--- src/rtl/shift_arbiter.sv ---
// rtl/shift_arbiter.sv - two-requester round-robin front end for one shared SLL/SRL/SRA shifter
module shift_arbiter #(
    parameter int N  = 32,
    parameter int SW = $clog2(N)
) (
    input  logic          clk,
    input  logic          rst,
    input  logic          req0_valid,
    output logic          req0_ready,
    input  logic [1:0]    req0_op,
    input  logic [N-1:0]  req0_data,
    input  logic [SW-1:0] req0_shamt,
    input  logic          req1_valid,
    output logic          req1_ready,
    input  logic [1:0]    req1_op,
    input  logic [N-1:0]  req1_data,
    input  logic [SW-1:0] req1_shamt,
    output logic          resp_valid,
    input  logic          resp_ready,
    output logic          resp_id,
    output logic [N-1:0]  resp_data
);
    typedef enum logic {EMPTY = 1'b0, FULL = 1'b1} state_t;

    state_t        state, state_nxt;
    logic          last_grant;
    logic          can_accept;
    logic          grant_any;
    logic          grant;
    logic          accept;
    logic [1:0]    sel_op;
    logic [N-1:0]  sel_data;
    logic [SW-1:0] sel_shamt;
    logic [N-1:0]  sll_res, srl_res, sra_res, shift_res;

    always_ff @(posedge clk or posedge rst) begin
        if (rst) state <= EMPTY;
        else     state <= state_nxt;
    end

    always_comb begin
        can_accept = (state == EMPTY) | (resp_valid & resp_ready);
        grant_any  = req0_valid | req1_valid;
        if (req0_valid & req1_valid) grant = ~last_grant;
        else                         grant = req1_valid;
        accept     = req0_ready | req1_ready;
        state_nxt  = state;
        if (accept)                          state_nxt = FULL;
        else if (state == FULL && resp_ready) state_nxt = EMPTY;
    end

    // Readies are masked by rst because the async reset forces EMPTY, which would otherwise look acceptable.
    always_comb begin
        resp_valid = (state == FULL);
        req0_ready = ~rst & can_accept & grant_any & ~grant;
        req1_ready = ~rst & can_accept & grant_any & grant;
    end

    always_comb begin
        sel_op    = grant ? req1_op    : req0_op;
        sel_data  = grant ? req1_data  : req0_data;
        sel_shamt = grant ? req1_shamt : req0_shamt;
        sll_res   = sel_data << sel_shamt;
        srl_res   = sel_data >> sel_shamt;
        sra_res   = $unsigned($signed(sel_data) >>> sel_shamt);
        case (sel_op)
            2'b00:   shift_res = sll_res;
            2'b01:   shift_res = srl_res;
            2'b10:   shift_res = sra_res;
            default: shift_res = sel_data;
        endcase
    end

    always_ff @(posedge clk or posedge rst) begin
        if (rst) begin
            last_grant <= 1'b1;
            resp_id    <= 1'b0;
            resp_data  <= '0;
        end else if (accept) begin
            last_grant <= grant;
            resp_id    <= grant;
            resp_data  <= shift_res;
        end
    end
endmodule

--- config.mk ---
export PLATFORM = sky130hd
export DESIGN_NAME = shift_arbiter
export DESIGN_NICKNAME = d
export VERILOG_FILES = /design/src/rtl/shift_arbiter.sv
export SDC_FILE = /design/constraint.sdc
export NUM_CORES = 1
export LEC_CHECK = 0
export CAP_MARGIN = 20
export CORE_MARGIN = 2
export CORE_UTILIZATION = 57
export CTS_CLUSTER_DIAMETER = 100
export DETAILED_ROUTE_END_ITERATION = 8
export PLACE_DENSITY = 0.83
export SLEW_MARGIN = 20
export SYNTH_ARGS = -nofsm -noshare
export SYNTH_HDL_FRONTEND = slang
export SYNTH_SLANG_ARGS = --single-unit
export TNS_END_PERCENT = 30
--- constraint.sdc ---
create_clock -name clk -period 3.2 [get_ports clk]
set_clock_uncertainty 0.2 [all_clocks]
set_input_delay 0.48 -clock clk [delete_from_list [all_inputs] [get_ports clk]]
set_output_delay 0.48 -clock clk [all_outputs]
set_load 0.02 [all_outputs]
==> results.toml, run 1 <==
[status]
status = "aborted with a tool error"
flow.stopped_at = "global routing (5_1_grt)"
first-error = "[ERROR GRT-0116] Global routing finished with congestion. Check the congestion regions in the DRC Viewer."

[place]
io_buffers = 118
gp_congestion = 1.20
placed_area_um2 = 11900
place_hpwl_mm = 36.8

[global_route]
grt_max_degree = 31
grt_pass1_wl_mm = 76.7
grt_pass1_vias = 12800
gr-total-overflow = 3
grt.total_usage_pct = 68.6

[cts]
cts.sinks = 35
hold_buffers = 0
root_buffer = "clkbuf_16"
cts_htree_levels = 2
cts_buffer_depth = 2
cts_made_buffers = 5

[yosys]
synth_cell_type_count = 68
yosysWarnings = 0
post-synth-top-count-cell = "mux2i_1"
synthArstFlopShare_pct = 100
netlist_top_cells_count = "262 x mux2i_1, 109 x nand2_1, 81 x nor2_1"
syn_inst = 1029
yosys.area.top_type = "mux2i_1"
synth_area_leaders = "mux2i_1 32%, dfrtp_1 10%, mux2_2 5.8%"
syn_nets = 1112
synth_edf_count = 0
postSynthAreaPerCell_um2 = 7.89
netlist_area_um2 = 8120
yosysSeqAreaShare_pct = 10.8
yosysTopAreaCellShare_pct = 32.3
ys_seq_elements = 35
synth-main-ff-cell = "dfrtp_1"

[floorplan]
initial_core_util_pct = 58.5
rows = 43
num_io_pins = 119
fp.dieW_um = 123
die_y_um = 123
through the flow:
| stage | hold WS (ps) | worst slack, ps | std cells | utilization [%] |
|---|---|---|---|---|
| after floorplan | 308 | 455 | 1029 | - |
| after global placement | 260 | -460 | 1572 | 85.4 |
| after CTS | 310 | -42.5 | 1584 | 87.3 |
| after detailed placement | 297 | -562 | 1572 | 85.4 |
logic make-up after synthesis:
logic type | Yosys count | share of synthesized area, %
AOI/OAI and AO/OA | 266 | 22.5
and+or+nand+nor | 303 | 16.9
xor gates and xnor gates | 2 | 0.216
DFF | 35 | 10.8
buffers and inverters | 98 | 6.15
muxes | 325 | 43.5
repair_timing:
item,in CTS
pin swaps,1
endpoints found under the setup margin,16
resized for setup,14
setup buffers,4
metal layers:
metal,overflow,global-route usage (%)
met5,0,21.5
met4,3,63.0
met3,0,50.7
met2,0,85.8
met1,0,71.6
==> inputs of run 2 (changes only) <==
--- a/config.mk
+++ b/config.mk
@@ -7,10 +7,9 @@
 export LEC_CHECK = 0
 export CAP_MARGIN = 20
 export CORE_MARGIN = 2
-export CORE_UTILIZATION = 57
-export CTS_CLUSTER_DIAMETER = 100
+export CORE_UTILIZATION = 40
 export DETAILED_ROUTE_END_ITERATION = 8
-export PLACE_DENSITY = 0.83
+export PLACE_DENSITY_LB_ADDON = 0.15
 export SLEW_MARGIN = 20
 export SYNTH_ARGS = -nofsm -noshare
 export SYNTH_HDL_FRONTEND = slang
==> results.toml, run 2 <==
[timing]
timing.fmax_mhz = 318
hold_ws_ps = 314
layout_worst_path_cycle_share_pct = 98.2
final_max_slew_viol_count = 0
setup_ws_ps = 59.1
hold_viol_final = 0
final.min_clock_period_ps = 3140
rsz0062_at_grt = "true"
setup_viol = 0
max_slew_margin_pct = 53.0
worst_slew_pin_slew_ps = 702

[job]
drv_cap = 0

[worst_setup_path]
critPathLaunchType = "flip-flop"
critPathCaptureType = "flip-flop"
slowest_stage = "dfstp_2"
cp_max_fo = 12
crit_chain = "a21bo_2 > buf_4 > buf_4 > mux2_2 > mux4_2 > o2bb2ai_1 > o21ai_0 > a21oi_1"
cp.arrival_ps = 3160
critPathMostFrequentCell = "buf_4"
crit_buf_inv = 2
critical_path_class = "flip-flop to flip-flop"
required_ps = 3210
critPathMaxStageDelay_ps = 620
cpLargestDelayFamily = "multiplexers"

[place]
detailedPlace.worstSlack_ps = -548
place_hpwl_mm = 40.1
placed_area_um2 = 12300
io_buffers = 118
gp_congestion = 1.06
placed_cells = 1705

[floorplan]
num_io_pins = 119
die_y_um = 147
fp.dieW_um = 147
coreArea_um2 = 20100
die-area_um2 = 21500
initial_core_util_pct = 40.4
rows = 52

[final_layout]
regMostFlops = "resp_data"
finalInstanceArea_um2 = 12500
syn2layout_area_growth_pct = 54.0
final_nets = 1529
mostFrequentLayoutCell = "buf_4"
fin_cells = 1718
largest_reg_flops = 32
seq_area_um2 = 877
layout_common_cells = "372 x buf_4, 258 x mux2i_1, 112 x clkdlybuf4s50_1"
drive_gt1_share_pct = 33.2
multi_input_area_um2 = 6820
utilization_pct = 62.2
fillers = 1768

[yosys]
postSynthAreaPerCell_um2 = 7.89
synth-main-ff-cell = "dfrtp_1"
synth_area_leaders = "mux2i_1 32%, dfrtp_1 10%, mux2_2 5.8%"
post-synth-top-count-cell = "mux2i_1"
syn_nets = 1112
synth_cell_type_count = 68
yosys.area.top_type = "mux2i_1"
yosysSeqAreaShare_pct = 10.8
yosysTopAreaCellShare_pct = 32.3
netlist_top_cells_count = "262 x mux2i_1, 109 x nand2_1, 81 x nor2_1"
yosysWarnings = 0
synthArstFlopShare_pct = 100
ys_seq_elements = 35
syn_inst = 1029
netlist_area_um2 = 8120
synth_edf_count = 0

[global_route]
grt_max_degree = 36
grt.total_usage_pct = 44.9
grt_pass1_wl_mm = 72.0
gr-total-overflow = 0
grt_antenna_before_repair = 0
grt_pass1_vias = 11000

[cts]
cts_htree_levels = 2
cts.sinks = 35
clk_pin_slew_worst_paths_ps = 70
cts_tree = "built"
cts_made_buffers = 5
cts_buffer_depth = 2
clk_latency_ps = 300
root_buffer = "clkbuf_16"

[drt]
route.detailed.drc = 0
drt_wl_total_mm = 49.1
ant_nets = 0
num_vias = 11100
dr.first_iter.drc_count = 1343
via_per_inst = 6.46
dr.pass1.iters = 5
wl_per_cell_um = 28.6

[status]
status = "complete, no violations"

[pwr]
p_per_area_nw_per_um2 = 368
irDropWorstVdd_mv = 0.214
leakagePower_uw = 0.00582

[min_path]
holdCritPathClass = "flip-flop to flip-flop"
[run 2: what timing repair did]
action | CTS | global route
endpoints found under the setup margin | 18 | 6
resized for setup | 6 | 6
hold endpoints to repair | 0 | 0
hold buffers | 0 | 0
pin swaps | 1 | 1
gates cloned | 1 | 0
setup buffers | 3 | 0
[run 2: final timing paths]
kind / slack (ps) / from / endpoint / depth (start not counted)
max: 60 / last_grant / resp_data[1] / 8
min: 310 / resp_id / resp_id / 1
max in group asynchronous: 1900 / rst / resp_data[25] / 3
min reg2reg: 310 / resp_id / resp_id / 1
min in group asynchronous: 510 / rst / resp_data[19] / 3
max reg2reg: 60 / last_grant / resp_data[1] / 8
[run 2: per-stage QoR]
step           total power, µW  TNS, ps
2_1_floorplan             2080        0
3_3_place_gp              3840    -8980
3_5_place_dp              3850   -10020
4_1_cts                   4500        0
5_1_grt                   4750    -22.7
6_report                  4610        0
[run 2: per-layer routing]
| metal | track usage (%) | vias to the layer above | part of all wire [%] |
|---|---|---|---|
| li1 | - | 4811 | - |
| met1 | 57.2 | 5266 | 38 |
| met2 | 70.3 | 858 | 43 |
| met3 | 9.41 | 170 | 11 |
| met4 | 26.3 | 0 | 7.4 |
| met5 | 0 | - | 0 |
[run 2: logic make-up after synthesis]
family,count (synthesis),synth area share (%)
muxes,325,43.5
and+or+nand+nor,303,16.9
AOI/OAI and AO/OA,266,22.5
buffers and inverters,98,6.15
DFF,35,10.8
xor gates and xnor gates,2,0.216
[run 2: area by class of cell]
type | instances | area share [%]
clock buffer | 5 | 1.00
timing repair buffer | 506 | 34.4
clock inverter | 3 | 0.350
antenna | 1 | 0.0200
inverter | 1 | 0.0300
tap | 270 | 2.70
multi-input combinational | 897 | 54.5
sequential | 35 | 7.01
[run 2: power by group]
part	switching (µW)	internal (µW)
combinational	1790	1540
sequential	93.7	555
clock	253	369
total	2140	2460
(Power assumes the default switching activity.)
